--- config.mk ---
export PLATFORM = sky130hd
export DESIGN_NAME = match_merge_readout_flat
export DESIGN_NICKNAME = d
export VERILOG_FILES = /design/src/rtl/match_merge_pkg.sv /design/src/rtl/match_merge_readout_if.sv /design/src/rtl/match_merge_readout_min_key_select.sv /design/src/rtl/match_merge_readout.sv /design/src/flat_wrapper.sv
export SDC_FILE = /design/constraint.sdc
export NUM_CORES = 1
export LEC_CHECK = 0
export ABC_AREA = 1
export CAP_MARGIN = 20
export CORE_UTILIZATION = 47
export DETAILED_ROUTE_END_ITERATION = 10
export GPL_ROUTABILITY_DRIVEN = 0
export GPL_TIMING_DRIVEN = 0
export HOLD_SLACK_MARGIN = 0.03
export PLACE_DENSITY = 0.81
export SYNTH_ARGS = -nofsm -noshare
export SYNTH_HDL_FRONTEND = slang
export SYNTH_SLANG_ARGS = --single-unit
--- constraint.sdc ---
create_clock -name clk -period 3.95 [get_ports clk]
set_input_delay 0.79 -clock clk [delete_from_list [all_inputs] [get_ports clk]]
set_output_delay 0.79 -clock clk [all_outputs]
set_load 0.01 [all_outputs]
--- src/rtl/match_merge_pkg.sv ---
// match_merge_pkg: shared widths, types and the pairwise min-key pick for the readout merger.
package match_merge_pkg;
  localparam int N_IN = 8;
  localparam int DATA_WIDTH = 12;
  localparam int ADDR_WIDTH = 6;
  localparam int KEY_MSB = 11;
  localparam int KEY_WIDTH = KEY_MSB - ADDR_WIDTH + 1;
  typedef logic [ADDR_WIDTH-1:0] addr_t;
  typedef logic [DATA_WIDTH-1:0] data_t;
  typedef logic [KEY_WIDTH-1:0] key_t;
  typedef logic [$clog2(N_IN)-1:0] idx_t;
  typedef struct packed {
    logic v;
    key_t key;
    idx_t idx;
  } cand_t;
  // a is always the lower-index side, so <= keeps ties on the lowest input
  function automatic cand_t pick(cand_t a, cand_t b);
    return (a.v && (!b.v || a.key <= b.key)) ? a : b;
  endfunction
endpackage

--- src/rtl/match_merge_readout_if.sv ---
// match_merge_readout_if: event control, memory read ports and merged output stream.
interface match_merge_readout_if;
  import match_merge_pkg::*;
  logic new_event;
  addr_t number_in [N_IN];
  addr_t addr_out [N_IN];
  data_t data_in [N_IN];
  data_t data_out;
  logic valid_out;
  modport master (output new_event, number_in, data_in, input addr_out, data_out, valid_out);
  modport slave (input new_event, number_in, data_in, output addr_out, data_out, valid_out);
endinterface

--- src/rtl/match_merge_readout_min_key_select.sv ---
// min_key_select: 8-input comparator tree returning a one-hot winner with the smallest key, ties to lowest index.
module min_key_select
  import match_merge_pkg::*;
(
  input  logic [N_IN-1:0] valid_i,
  input  key_t            key_i [N_IN],
  output logic [N_IN-1:0] sel_o,
  output logic            any_o
);
  cand_t l0 [8];
  cand_t l1 [4];
  cand_t l2 [2];
  cand_t win;
  always_comb begin
    for (int i = 0; i < 8; i++) l0[i] = '{v: valid_i[i], key: key_i[i], idx: idx_t'(i)};
    for (int i = 0; i < 4; i++) l1[i] = pick(l0[2*i], l0[2*i+1]);
    for (int i = 0; i < 2; i++) l2[i] = pick(l1[2*i], l1[2*i+1]);
    win = pick(l2[0], l2[1]);
    any_o = win.v;
    sel_o = '0;
    sel_o[win.idx] = win.v;
  end
endmodule

--- src/rtl/match_merge_readout.sv ---
// match_merge_readout: eight-way readout merger, one word per clock from one-cycle-latency memories.
// MERGE_READOUT_SORT_EN selects the minimum-key merge; otherwise inputs drain in index order.
module match_merge_readout
  import match_merge_pkg::*;
(
  input  logic                 clk,
  input  logic                 rst_n,
  match_merge_readout_if.slave bus
);
  addr_t rd_ptr_q [N_IN];
  addr_t rd_ptr_d [N_IN];
  addr_t count_q [N_IN];
  logic primed_q;
  logic valid_q;
  data_t data_q;
  data_t head_sel;
  logic [N_IN-1:0] head_valid;
  logic [N_IN-1:0] sel;
  key_t key [N_IN];
  logic any_valid;
  always_comb begin
    for (int i = 0; i < N_IN; i++) begin
      head_valid[i] = primed_q && (rd_ptr_q[i] < count_q[i]);
`ifdef MERGE_READOUT_SORT_EN
      key[i] = bus.data_in[i][KEY_MSB:ADDR_WIDTH];
`else
      key[i] = '0;
`endif
    end
  end
  min_key_select u_sel (
    .valid_i (head_valid),
    .key_i   (key),
    .sel_o   (sel),
    .any_o   (any_valid)
  );
  // presenting the advanced pointer now makes next cycle's data_in the new head
  always_comb begin
    head_sel = '0;
    for (int i = 0; i < N_IN; i++) begin
      head_sel |= sel[i] ? bus.data_in[i] : '0;
      rd_ptr_d[i] = bus.new_event ? '0 : rd_ptr_q[i] + addr_t'(sel[i]);
      bus.addr_out[i] = rd_ptr_d[i];
    end
  end
  assign bus.data_out = data_q;
  assign bus.valid_out = valid_q;
  always_ff @(posedge clk or negedge rst_n) begin
    if (!rst_n) begin
      rd_ptr_q <= '{default: '0};
      count_q <= '{default: '0};
      primed_q <= 1'b0;
      data_q <= '0;
      valid_q <= 1'b0;
    end else begin
      rd_ptr_q <= rd_ptr_d;
      if (bus.new_event) begin
        count_q <= bus.number_in;
        primed_q <= 1'b1;
      end
      data_q <= head_sel;
      valid_q <= any_valid;
    end
  end
endmodule

--- src/flat_wrapper.sv ---
// flat-port wrapper written by rule: the top's interface ports become plain ports
module match_merge_readout_flat import match_merge_pkg::*;
  (clk, rst_n, bus_new_event, bus_number_in, bus_data_in, bus_addr_out, bus_data_out, bus_valid_out);
  match_merge_readout_if bus_i ();
  input  logic clk;
  input  logic rst_n;
  input wire logic [$bits(bus_i.new_event)-1:0] bus_new_event;
  input wire logic [$bits(bus_i.number_in)-1:0] bus_number_in;
  input wire logic [$bits(bus_i.data_in)-1:0] bus_data_in;
  output wire logic [$bits(bus_i.addr_out)-1:0] bus_addr_out;
  output wire logic [$bits(bus_i.data_out)-1:0] bus_data_out;
  output wire logic [$bits(bus_i.valid_out)-1:0] bus_valid_out;
  assign bus_i.new_event = bus_new_event;
  assign bus_i.number_in = {>>{bus_number_in}};
  assign bus_i.data_in = {>>{bus_data_in}};
  assign bus_addr_out = {>>{bus_i.addr_out}};
  assign bus_data_out = bus_i.data_out;
  assign bus_valid_out = bus_i.valid_out;
  match_merge_readout u_core (.clk(clk), .rst_n(rst_n), .bus(bus_i));
endmodule
* Word level (Yosys, flattened, before mapping) *
Index checks and enable logic that the tools add are counted.

word-level totals
  register bits = 110
  bits of input ports = 147
  logic and storage cells = 91

operators by class
  $add $sub $neg = 8
  order comparisons = 13
  multiplexer cells = 25
  bitwise logic cells = 8
  reductions and logical operators = 18

operators with widths
  kind                                                  number
  two-way mux 12 bit                                    8
  bitwise OR 12 bit                                     7
  two-way mux 10 bit                                    7
  adder 6 x 1 -> 6 bit                                  8
  < comparator 6 bit                                    8
  two-way mux 6 bit                                     8
  less-or-equal comparator 6 bit                        3
  logical AND 1 bit                                     12
  bitwise AND 8 bit                                     1
  < comparator 3 x 4 -> 1 bit (second input constant)   1
  demux 1 bit (select 3 bit)                            1
  >= comparator 3 x 1 -> 1 bit (second input constant)  1
  logical NOT 1 bit                                     3
  logical OR 1 bit                                      3
  two-way mux 1 bit                                     1

* Logic depth before layout (Yosys ltp) *
Gate-level depths: netlist of the first run.

  depth in word-level cells = 24
  gate-level depth with buffers = 19
  mapped depth without buffers = 18

* Cells and area by module *
A second synthesis of the first run with hierarchy kept.

second synthesis, totals
  cells, all modules = 1102
  area total of the unflattened synthesis = 8101.5 um^2

by module, submodules not included
  module               instances  cells each  area each (um^2)  seq. area each (um^2)
  match_merge_readout  1          780         6251.0            2752.6
  min_key_select       1          322         1850.5            0.0

* Least setup slack after synthesis of the first run *
OpenSTA, ideal clock, no wires.

  path kind = reg-to-output
  start point = register u_core.rd_ptr_q[40] (netlist name)
  end point = output port bus_addr_out[22]
  data arrival time = 2518 ps
  required time = 3160 ps
  setup slack = 642 ps
  stages on the path, launching flop included = 19
  cell sequence = dfrtp_1 > ha_1 > nand2_1 > nor2_1 > nand2_1 > nand2_2 > nand2_2 > nor2_1 > nand2_2 > nand2_4 > buf_6 > inv_1 > nor3_1 > ha_1 > ha_1 > nand2_1 > nor2_1 > o21ai_0 > a21oi_1

on the way
  cells in the longest elaborated chain, start to end = 16

ends and longest elaborated chain
  what                                                                                                      RTL line                                  source
  start, declared                                                                                           match_merge_readout.sv:10                 addr_t rd_ptr_q [N_IN];
  start signal, assigned                                                                                    match_merge_readout.sv:56                 rd_ptr_q <= rd_ptr_d;
  < comparator 6 bit (*)                                                                                    match_merge_readout.sv:23                 head_valid[i] = primed_q && (rd_ptr_q[i] < count_q[i]);
  logical AND 1 bit (*)                                                                                     match_merge_readout.sv:23
  two-way mux 10 bit (*)                                                                                    match_merge_pkg.sv:19                     return (a.v && (!b.v || a.key <= b.key)) ? a : b;
  logical AND 1 bit                                                                                         match_merge_pkg.sv:19
  two-way mux 10 bit (*)                                                                                    match_merge_pkg.sv:19
  less-or-equal comparator 6 bit                                                                            match_merge_pkg.sv:19
  logical OR 1 bit                                                                                          match_merge_pkg.sv:19
  logical AND 1 bit                                                                                         match_merge_pkg.sv:19
  two-way mux 10 bit (*)                                                                                    match_merge_pkg.sv:19
  < comparator 3 x 4 -> 1 bit (not written as such) / >= comparator 3 x 1 -> 1 bit (equally long branches)  match_merge_readout_min_key_select.sv:21  sel_o[win.idx] = win.v;
  logical AND 1 bit (not written as such)                                                                   match_merge_readout_min_key_select.sv:21
  two-way mux 1 bit (not written as such)                                                                   match_merge_readout_min_key_select.sv:21
  demux 1 bit (select 3 bit)                                                                                match_merge_readout_min_key_select.sv:21
  bitwise AND 8 bit (no line) (*)                                                                           --
  adder 6 x 1 -> 6 bit (*)                                                                                  match_merge_readout.sv:42                 rd_ptr_d[i] = bus.new_event ? '0 : rd_ptr_q[i] + addr_t'(sel[i]);
  two-way mux 6 bit (*)                                                                                     match_merge_readout.sv:42
  end, declared                                                                                             flat_wrapper.sv:10                        output wire logic [$bits(bus_i.addr_out)-1:0] bus_addr_out;

Every way passes the cells marked *; elsewhere a longest branch is shown, timed or not.

* Worst setup path in the final report of the first run *
  start point = register u_core.rd_ptr_q[33] (netlist name)
  end point = output port bus_addr_out[16]

on the way
  cells in the longest elaborated chain, start to end = 18

ends and longest elaborated chain
  what                                                                                                      RTL line
  < comparator 6 bit (*)                                                                                    match_merge_readout.sv:23
  logical AND 1 bit (*)                                                                                     match_merge_readout.sv:23
  two-way mux 10 bit (*)                                                                                    match_merge_pkg.sv:19
  logical NOT 1 bit                                                                                         match_merge_pkg.sv:19
  logical OR 1 bit                                                                                          match_merge_pkg.sv:19
  logical AND 1 bit                                                                                         match_merge_pkg.sv:19
  two-way mux 10 bit (*)                                                                                    match_merge_pkg.sv:19
  less-or-equal comparator 6 bit                                                                            match_merge_pkg.sv:19
  [2 not listed]                                                                                            --
  two-way mux 10 bit (*)                                                                                    match_merge_pkg.sv:19
  < comparator 3 x 4 -> 1 bit (not written as such) / >= comparator 3 x 1 -> 1 bit (equally long branches)  match_merge_readout_min_key_select.sv:21
  logical AND 1 bit (not written as such)                                                                   match_merge_readout_min_key_select.sv:21
  two-way mux 1 bit (not written as such)                                                                   match_merge_readout_min_key_select.sv:21
  demux 1 bit (select 3 bit)                                                                                match_merge_readout_min_key_select.sv:21
  bitwise AND 8 bit (no line) (*)                                                                           --
  adder 6 x 1 -> 6 bit (*)                                                                                  match_merge_readout.sv:42
  two-way mux 6 bit (*)                                                                                     match_merge_readout.sv:42

Marked as above.

==> metrics.txt, run 1 <==
# TYPE chip_impl_metric gauge
chip_impl_info{name="status",value="complete, but fails checks"} 1
chip_impl_info{name="violations",value="setup timing"} 1
chip_impl_metric{name="start_util",unit="%"} 48.4
chip_impl_metric{name="clock_latency",unit="ps"} 370
chip_impl_metric{name="detail_route.drc_violations",unit=""} 0
chip_impl_info{name="crit-reg2reg-launch",value="u_core.rd_ptr_q[33]$_DFF_PN0_"} 1
chip_impl_metric{name="post_detail_place_hpwl",unit="mm"} 14.3
chip_impl_metric{name="cts-buffers-inserted",unit=""} 9
chip_impl_metric{name="track_usage",unit="%"} 29.5
chip_impl_metric{name="worst-path-max-fanout",unit=""} 3
chip_impl_metric{name="worstMarginPinSlew",unit="ps"} 913
chip_impl_metric{name="post_synth.cell_area_avg",unit="um^2"} 7.51
chip_impl_info{name="library_cell_with_the_largest_summed_area_after_synthesis",value="sky130_fd_sc_hd__dfrtp_1"} 1
chip_impl_info{name="crit_family",value="simple AND/OR/NAND/NOR gates"} 1
chip_impl_metric{name="n_antenna_cell",unit=""} 0
chip_impl_metric{name="ir_drop",unit="V"} 0.000273
chip_impl_metric{name="post_drt_via_cell_ratio",unit=""} 5.13
chip_impl_metric{name="max-clock-path-buffers",unit=""} 2
chip_impl_metric{name="nets",unit=""} 1337
chip_impl_info{name="critPathKind",value="flip-flop to primary output"} 1
chip_impl_metric{name="die_outline_width",unit="um"} 119
chip_impl_metric{name="slew-limit-headroom",unit="%"} 39.2
chip_impl_info{name="tritoncts",value="yes"} 1
chip_impl_metric{name="setup-tns-final",unit="ps"} -1.54
chip_impl_metric{name="routed-via-count",unit=""} 6746
chip_impl_metric{name="cellPowerDensity",unit="nW/um^2"} 273
chip_impl_metric{name="synth_cell_types",unit=""} 22
chip_impl_metric{name="clock-sinks",unit=""} 110
chip_impl_metric{name="place_ws",unit="ps"} -476
chip_impl_info{name="hold_path.class",value="input port to async pin"} 1
chip_impl_info{name="main_combinational_cell_family_by_area_after_synthesis",value="simple AND/OR/NAND/NOR gates"} 1
chip_impl_metric{name="gr-total-overflow",unit=""} 0
chip_impl_metric{name="post_dr_wirelength_cell",unit="um"} 16.1
chip_impl_metric{name="critical_path_required",unit="ps"} 3160
chip_impl_info{name="worstReg2RegEnd",value="u_core.rd_ptr_q[16]$_DFF_PN0_"} 1
chip_impl_metric{name="yosys_warnings",unit=""} 0
chip_impl_metric{name="grt_max_degree",unit=""} 57
chip_impl_metric{name="setup_slack",unit="ps"} -1.54
chip_impl_metric{name="synth_seq_area_share",unit="%"} 43.0
chip_impl_info{name="cpMaxStageDelayCell",value="sky130_fd_sc_hd__dfrtp_1"} 1
chip_impl_metric{name="fmaxAchievable",unit="GHz"} 0.253
chip_impl_metric{name="synth-compound-area-share",unit="%"} 8.54
chip_impl_metric{name="crit_buf_inv",unit=""} 3
chip_impl_metric{name="timing.final.max_slew_violations",unit=""} 0
chip_impl_metric{name="synth-simple-area-share",unit="%"} 27.8
chip_impl_metric{name="ff2ff_path_depth",unit=""} 22
chip_impl_metric{name="grt_pass1_wl",unit="mm"} 31.6
chip_impl_info{name="clockRootBuffer",value="sky130_fd_sc_hd__clkbuf_16"} 1
chip_impl_info{name="synthFlopType",value="sky130_fd_sc_hd__dfrtp_1"} 1
chip_impl_metric{name="clkTransAtPathRegs",unit="ps"} 80
chip_impl_metric{name="post_synth_mux_area_share",unit="%"} 0
chip_impl_metric{name="mappedNetlistArea",unit="um^2"} 6400
chip_impl_metric{name="async_reset_ff_share",unit="%"} 100
chip_impl_info{name="start_kind",value="flip-flop"} 1
chip_impl_metric{name="synth-xor-area-share",unit="%"} 0
chip_impl_metric{name="power.static_leakage",unit="nW"} 5.08
chip_impl_metric{name="floorplan.rows",unit=""} 42
chip_impl_metric{name="core_area",unit="um^2"} 13200
chip_impl_metric{name="worst_clock_skew",unit="ps"} 9.92
chip_impl_metric{name="grt_pass1_vias",unit=""} 6424
chip_impl_metric{name="number_of_enable_flip_flop_cells_after_synthesis",unit=""} 0
chip_impl_info{name="worstSetupEndpoint",value="bus_addr_out[16]"} 1
chip_impl_metric{name="antenna_violations_before_repair",unit=""} 1
chip_impl_metric{name="timing.critical_path.depth",unit=""} 17
chip_impl_metric{name="drv.max_cap_violation_count",unit=""} 0
chip_impl_metric{name="synthAdderAreaFrac",unit="%"} 10.9
chip_impl_metric{name="first_pass_iters",unit=""} 5
chip_impl_metric{name="yosys_register_bits",unit=""} 110
chip_impl_metric{name="post_route_cells_drive_above_1_share",unit="%"} 19.0
chip_impl_metric{name="detail-route-antenna-nets",unit=""} 0
chip_impl_info{name="netlist_top_cells_count",value="224 x sky130_fd_sc_hd__nand2_1, 124 x sky130_fd_sc_hd__inv_1, 110 x sky130_fd_sc_hd__dfrtp_1, 101 x sky130_fd_sc_hd__nor2_1, 70 x sky130_fd_sc_hd__o21ai_0"} 1
chip_impl_metric{name="cp.arrival",unit="ps"} 3160
chip_impl_metric{name="die_area",unit="um^2"} 14100
chip_impl_metric{name="finalCritPeriodShare",unit="%"} 100
chip_impl_info{name="critical_path.endpoint_type",value="primary output"} 1
chip_impl_info{name="launching_instance_or_port_of_the_critical_path",value="u_core.rd_ptr_q[33]$_DFF_PN0_"} 1
chip_impl_info{name="rsz0062_at_grt",value="yes"} 1
chip_impl_metric{name="timing.hold.ws",unit="ps"} 377
chip_impl_metric{name="syn_nets",unit=""} 1056
chip_impl_metric{name="synth_cells",unit=""} 853
chip_impl_metric{name="port_buffers",unit=""} 206
chip_impl_metric{name="totalWireLength",unit="mm"} 21.2
chip_impl_info{name="crit_path_cell_trace",value="ha_1 > nand3_4 > nor2_4 > nor2_2 > nand2_2 > nand2_2 > inv_2 > nand2_4 > buf_6 > nor3_4 > ha_2 > ha_2 > nand2_1 > nor2_2 > o21ai_0 > a21oi_1 > buf_2"} 1
chip_impl_metric{name="timing.critical_path.slowest_cell_delay",unit="ps"} 400
chip_impl_metric{name="die_height",unit="um"} 119
chip_impl_metric{name="violation_count_after_the_first_detailed_routing_iteration",unit=""} 411
chip_impl_metric{name="ctsHtreeMaxLevel",unit=""} 3
chip_impl_metric{name="regToRegSetupSlack",unit="ps"} 680
chip_impl_metric{name="final-hold-violation-count",unit=""} 0
chip_impl_metric{name="finalSetupViolations",unit=""} 1
chip_impl_metric{name="post-synth-top-area-fraction",unit="%"} 43.0
chip_impl_metric{name="finalWorstPathRequiredPeriod",unit="ps"} 3950
chip_impl_metric{name="synthToLayoutAreaGrowth",unit="%"} 56.2
chip_impl_info{name="yosys.cell_count.top_type",value="sky130_fd_sc_hd__nand2_1"} 1
chip_impl_info{name="synth.top_cells.by_area",value="sky130_fd_sc_hd__dfrtp_1 43%, sky130_fd_sc_hd__nand2_1 13%, sky130_fd_sc_hd__ha_1 11%"} 1
chip_impl_metric{name="design.portCount",unit=""} 208
-- repair_timing --
action | in CTS | in global routing
setup buffers | 31 | 33
pin swaps | 15 | 43
hold buffers | 0 | 0
endpoints found under the setup margin | 42 | 41
gates resized for setup | 98 | 111
hold endpoints to repair | 0 | 0
-- worst min path at each step --
stage,start,slack [ps],endpoint
after floorplan,u_core.count_q[12]$_DFFE_PN0P_,440,u_core.count_q[12]$_DFFE_PN0P_
after detailed placement,u_core.count_q[24]$_DFFE_PN0P_,460,u_core.count_q[24]$_DFFE_PN0P_
after global routing,rst_n,410,u_core.rd_ptr_q[4]$_DFF_PN0_
after global placement,u_core.count_q[42]$_DFFE_PN0P_,460,u_core.count_q[42]$_DFFE_PN0P_
after CTS,rst_n,400,u_core.rd_ptr_q[4]$_DFF_PN0_
final,rst_n,380,u_core.rd_ptr_q[4]$_DFF_PN0_
-- state kept, by name (all words and copies together), names as in the netlist --
name,count
u_core.primed_q,1
u_core.bus.data_out,12
u_core.rd_ptr_q,48
u_core.bus.valid_out,1
u_core.count_q,48
-- power by group --
group	total, W	switching (W)	leakage (nW)	internal [W]
logic	0.000551	0.000275	3.52	0.000276
registers	0.00121	0.0000238	1.40	0.00119
clock network	0.000967	0.000452	0.151	0.000515
-- final cells by class --
class,instances,area [um^2]
timing repair buffer,271,2520
fill,1013,3240
buffer,28,158
multi-input combinational,587,3560
sequential,110,2760
inverter,127,482
clock buffer,10,239
clock inverter,6,67.6
tap,176,220
-- through the flow --
stage | utilization [%] | cells | area [um^2] | total power (W)
floorplan | - | 853 | 6400 | 0.00144
global placement | 65.6 | 1235 | 8690 | 0.00171
detailed placement | 65.8 | 1236 | 8710 | 0.00173
CTS | 70.9 | 1282 | 9390 | 0.00269
global route | 75.5 | 1315 | 10000 | 0.00284
finish | 75.5 | 1315 | 10000 | 0.00273
-- kinds of logic (layout without fill, tap and decap cells) --
logic type / after synthesis / in the layout
compound gates: 107 / 107
fa+ha+maj: 56 / 56
buf+inv: 156 / 442
flops: 110 / 110
simple gates: 424 / 424
-- layer usage --
layer | up-vias | routed length, um | part of all wire [%] | GRT usage, %
li1 | 3267 | - | - | -
met1 | 3140 | 8070 | 38 | 33.7
met2 | 280 | 10800 | 51 | 50.1
met3 | 57 | 1590 | 7.5 | 8.93
met4 | 2 | 770 | 3.6 | 14.0
met5 | - | 12 | 0.057 | 0
-- layout by cell type, fill, tap and decap left out, types with 12 or more instances in the layout --
cell type                         instances
sky130_fd_sc_hd__nand2_1                213
sky130_fd_sc_hd__clkdlybuf4s50_1        169
sky130_fd_sc_hd__inv_1                  113
sky130_fd_sc_hd__dfrtp_1                107
sky130_fd_sc_hd__nor2_1                  82
sky130_fd_sc_hd__o21ai_0                 65
sky130_fd_sc_hd__buf_4                   62
sky130_fd_sc_hd__nand3_1                 42
sky130_fd_sc_hd__ha_1                    35
sky130_fd_sc_hd__a21oi_1                 24
sky130_fd_sc_hd__nand4_1                 24
sky130_fd_sc_hd__ha_4                    17
sky130_fd_sc_hd__clkbuf_1                16
sky130_fd_sc_hd__buf_2                   15
sky130_fd_sc_hd__dlygate4sd2_1           15
sky130_fd_sc_hd__nor2_2                  13
sky130_fd_sc_hd__a21oi_2                 12
-- worst register-to-register path, cell delays in order, from the launching register on --
cell,delay [ps]
sky130_fd_sc_hd__dfrtp_1,400
sky130_fd_sc_hd__ha_1,340
sky130_fd_sc_hd__nand3_4,100
sky130_fd_sc_hd__nor2_4,130
sky130_fd_sc_hd__nor2_2,50
sky130_fd_sc_hd__nand2_2,120
sky130_fd_sc_hd__nand2_2,80
sky130_fd_sc_hd__inv_2,70
sky130_fd_sc_hd__nand2_4,60
sky130_fd_sc_hd__buf_6,130
sky130_fd_sc_hd__nor3_4,220
sky130_fd_sc_hd__ha_2,240
sky130_fd_sc_hd__ha_2,200
sky130_fd_sc_hd__nand2_1,70
sky130_fd_sc_hd__nor2_2,110
sky130_fd_sc_hd__o21ai_0,90
sky130_fd_sc_hd__a21oi_1,230
sky130_fd_sc_hd__buf_4,150
sky130_fd_sc_hd__buf_4,90
sky130_fd_sc_hd__buf_4,90
sky130_fd_sc_hd__buf_4,90
sky130_fd_sc_hd__buf_4,90
sky130_fd_sc_hd__buf_4,90
Power figures use the tool's default switching activity.
==> inputs of run 2 (changes only) <==
--- a/config.mk
+++ b/config.mk
@@ -13,6 +13,8 @@
 export GPL_TIMING_DRIVEN = 0
 export HOLD_SLACK_MARGIN = 0.03
 export PLACE_DENSITY = 0.81
+export SKIP_LAST_GASP = 1
+export SLEW_MARGIN = 5
 export SYNTH_ARGS = -nofsm -noshare
 export SYNTH_HDL_FRONTEND = slang
 export SYNTH_SLANG_ARGS = --single-unit
==> metrics.txt, run 2 (synthesis gave the netlist of run 1 again) <==
# TYPE chip_impl_metric gauge
chip_impl_info{name="status",value="complete, but fails checks"} 1
chip_impl_info{name="violations",value="setup timing"} 1
chip_impl_metric{name="violation_count_after_the_first_detailed_routing_iteration",unit=""} 477
chip_impl_metric{name="max-clock-path-buffers",unit=""} 2
chip_impl_metric{name="clock-sinks",unit=""} 110
chip_impl_metric{name="slew-limit-headroom",unit="%"} 40.2
chip_impl_metric{name="regToRegSetupSlack",unit="ps"} 640
chip_impl_metric{name="place_ws",unit="ps"} -476
chip_impl_metric{name="synthToLayoutAreaGrowth",unit="%"} 55.0
chip_impl_info{name="cpMaxStageDelayCell",value="sky130_fd_sc_hd__dfrtp_1"} 1
chip_impl_metric{name="clock_latency",unit="ps"} 370
chip_impl_metric{name="ff2ff_path_depth",unit=""} 22
chip_impl_metric{name="cp.arrival",unit="ps"} 3260
chip_impl_metric{name="antenna_violations_before_repair",unit=""} 1
chip_impl_info{name="layout_common_cells",value="214 x sky130_fd_sc_hd__nand2_1, 170 x sky130_fd_sc_hd__clkdlybuf4s50_1, 111 x sky130_fd_sc_hd__inv_1"} 1
chip_impl_metric{name="cts_hold_buffers",unit=""} 0
chip_impl_info{name="crit-reg2reg-launch",value="u_core.rd_ptr_q[47]$_DFF_PN0_"} 1
chip_impl_metric{name="floorplan.rows",unit=""} 42
chip_impl_metric{name="setup_slack",unit="ps"} -99.8
chip_impl_info{name="crit_path_cell_trace",value="ha_4 > nand2_2 > a21oi_2 > nor2_2 > nand2_4 > nand2_4 > nor2_2 > nand2_2 > nand2_4 > inv_1 > nor3_2 > ha_2 > ha_4 > nand2_1 > nor2_2 > o21ai_1 > a21oi_2 > buf_2"} 1
chip_impl_info{name="worstReg2RegEnd",value="u_core.rd_ptr_q[16]$_DFF_PN0_"} 1
chip_impl_metric{name="grt_pass1_vias",unit=""} 6401
chip_impl_metric{name="routed-via-count",unit=""} 6732
chip_impl_metric{name="worst-path-max-fanout",unit=""} 4
chip_impl_metric{name="port_buffers",unit=""} 206
chip_impl_metric{name="die_height",unit="um"} 119
chip_impl_metric{name="detail-route-antenna-nets",unit=""} 0
chip_impl_metric{name="detail_route.drc_violations",unit=""} 0
chip_impl_metric{name="design.portCount",unit=""} 208
chip_impl_metric{name="start_util",unit="%"} 48.4
chip_impl_info{name="critPathKind",value="flip-flop to primary output"} 1
chip_impl_info{name="hold_path.class",value="input port to async pin"} 1
chip_impl_metric{name="timing.final.max_slew_violations",unit=""} 0
chip_impl_metric{name="post_detail_place_hpwl",unit="mm"} 14.3
chip_impl_metric{name="post_drt_via_cell_ratio",unit=""} 5.12
chip_impl_metric{name="post_dr_wirelength_cell",unit="um"} 16.2
chip_impl_metric{name="final-hold-violation-count",unit=""} 0
chip_impl_metric{name="finalSetupViolations",unit=""} 5
chip_impl_info{name="start_kind",value="flip-flop"} 1
chip_impl_info{name="launching_instance_or_port_of_the_critical_path",value="u_core.rd_ptr_q[47]$_DFF_PN0_"} 1
chip_impl_info{name="worstSetupEndpoint",value="bus_addr_out[22]"} 1
chip_impl_info{name="tritoncts",value="yes"} 1
chip_impl_metric{name="first_pass_iters",unit=""} 5
chip_impl_metric{name="n_antenna_cell",unit=""} 0
chip_impl_info{name="layout_commonest_cell",value="sky130_fd_sc_hd__nand2_1"} 1
chip_impl_metric{name="ir_drop",unit="V"} 0.000275
chip_impl_info{name="clockRootBuffer",value="sky130_fd_sc_hd__clkbuf_16"} 1
chip_impl_metric{name="post-route-cell-area",unit="um^2"} 9930
chip_impl_info{name="critical_path.endpoint_type",value="primary output"} 1
chip_impl_metric{name="worstMarginPinSlew",unit="ps"} 897
chip_impl_metric{name="timing.critical_path.slowest_cell_delay",unit="ps"} 430
chip_impl_metric{name="placement.cell_area",unit="um^2"} 8710
chip_impl_metric{name="fmaxAchievable",unit="GHz"} 0.247
chip_impl_metric{name="die_area",unit="um^2"} 14100
chip_impl_metric{name="totalWireLength",unit="mm"} 21.4
chip_impl_metric{name="finalWorstPathRequiredPeriod",unit="ps"} 4050
chip_impl_metric{name="core_area",unit="um^2"} 13200
chip_impl_metric{name="drv.max_cap_violation_count",unit=""} 0
chip_impl_metric{name="nets",unit=""} 1337
chip_impl_metric{name="die_outline_width",unit="um"} 119
chip_impl_metric{name="post_route_cells_drive_above_1_share",unit="%"} 18.8
chip_impl_metric{name="cellPowerDensity",unit="nW/um^2"} 276
chip_impl_metric{name="ctsHtreeMaxLevel",unit=""} 3
chip_impl_info{name="rsz0062_at_grt",value="yes"} 1
chip_impl_metric{name="power.static_leakage",unit="nW"} 5.04
chip_impl_metric{name="cts-buffers-inserted",unit=""} 9
chip_impl_metric{name="clkTransAtPathRegs",unit="ps"} 80
chip_impl_metric{name="grt_max_degree",unit=""} 57
chip_impl_metric{name="critical_path_required",unit="ps"} 3160
chip_impl_metric{name="grt_pass1_wl",unit="mm"} 31.6
chip_impl_metric{name="gr-total-overflow",unit=""} 0
chip_impl_metric{name="track_usage",unit="%"} 29.4
chip_impl_metric{name="worst_clock_skew",unit="ps"} 9.55
chip_impl_metric{name="finalCritPeriodShare",unit="%"} 103
[run 2: changes by cell type in the layout (fill, tap and decap cells not counted), moves of 2 or more]
cell and delta:
sky130_fd_sc_hd__inv_2 +3, sky130_fd_sc_hd__nand3_1 +2, sky130_fd_sc_hd__ha_2 +2, sky130_fd_sc_hd__nand3_2 -2
sky130_fd_sc_hd__nor2_2 +3, sky130_fd_sc_hd__nor2_4 -2, sky130_fd_sc_hd__o21ai_2 -2, sky130_fd_sc_hd__ha_4 -2
sky130_fd_sc_hd__inv_1 -2
[run 2: metal layers]
| metal | GRT usage, % | routed length [um] | up-vias |
|---|---|---|---|
| met3 | 8.83 | 1560 | 58 |
| met1 | 33.8 | 8250 | 3132 |
| met4 | 13.4 | 732 | 2 |
| met2 | 50.2 | 10800 | 273 |
| met5 | 0 | 12 | - |
| li1 | - | - | 3267 |
[run 2: how the worst min path moves through the flow]
stage                                        start                              to  slack, ps  depth (start not counted)
global route                                 rst_n    u_core.rd_ptr_q[4]$_DFF_PN0_        410                          1
CTS                                          rst_n    u_core.rd_ptr_q[4]$_DFF_PN0_        400                          1
global placement    u_core.count_q[42]$_DFFE_PN0P_  u_core.count_q[42]$_DFFE_PN0P_        460                          2
finish                                       rst_n    u_core.rd_ptr_q[4]$_DFF_PN0_        380                          1
detailed placement  u_core.count_q[24]$_DFFE_PN0P_  u_core.count_q[24]$_DFFE_PN0P_        460                          2
floorplan           u_core.count_q[12]$_DFFE_PN0P_  u_core.count_q[12]$_DFFE_PN0P_        440                          2
[run 2: power breakdown]
part | total, W | internal, W | switching, W
Combinational | 0.000552 | 0.000276 | 0.000276
Clock | 0.000970 | 0.000515 | 0.000455
Sequential | 0.00121 | 0.00119 | 0.0000241
Total | 0.00274 | 0.00198 | 0.000755
[run 2: layout make-up]
cell class | count | area, um^2
plain buffers | 28 | 158
clock buffers | 10 | 239
clock inverters | 6 | 67.6
fillers | 1016 | 3320
inverters | 127 | 479
multi-input cells | 587 | 3500
flip-flops and latches | 110 | 2760
well taps | 176 | 220
repair buffers | 271 | 2500
[run 2: worst max-delay path: cells and delay by family, from the launching register on]
| kind | cells | cell delay (ps) |
|---|---|---|
| and+or+nand+nor | 10 | 1030 |
| adders and majority gates | 3 | 700 |
| AOI/OAI and AO/OA | 3 | 470 |
| DFF | 1 | 430 |
| buffers and inverters | 2 | 230 |
[run 2: what timing repair did]
item | in CTS | in global routing
buffers inserted | 31 | 33
resized for setup | 90 | 108
endpoints found under the setup margin | 42 | 40
gates cloned | 0 | 0
pin swaps | 14 | 33
[run 2: stage by stage]
step | std cells | utilization, % | power [W] | hold slack (ps) | setup TNS, ps
2_1_floorplan | 853 | - | 0.00144 | 442 | 0
3_3_place_gp | 1235 | 65.6 | 0.00171 | 457 | -252060
3_5_place_dp | 1236 | 65.8 | 0.00173 | 459 | -5470
4_1_cts | 1282 | 70.8 | 0.00269 | 395 | -250
5_1_grt | 1315 | 75.0 | 0.00285 | 414 | -2260
6_report | 1315 | 75.0 | 0.00274 | 383 | -241
==> inputs of run 3 (changes only) <==
--- a/config.mk
+++ b/config.mk
@@ -8,6 +8,7 @@
 export ABC_AREA = 1
 export CAP_MARGIN = 20
 export CORE_UTILIZATION = 47
+export CTS_CLUSTER_DIAMETER = 50
 export DETAILED_ROUTE_END_ITERATION = 10
 export GPL_ROUTABILITY_DRIVEN = 0
 export GPL_TIMING_DRIVEN = 0
==> results of run 3 <==
Same layout as run 2: the final DEF is identical, and so are final timing and power.
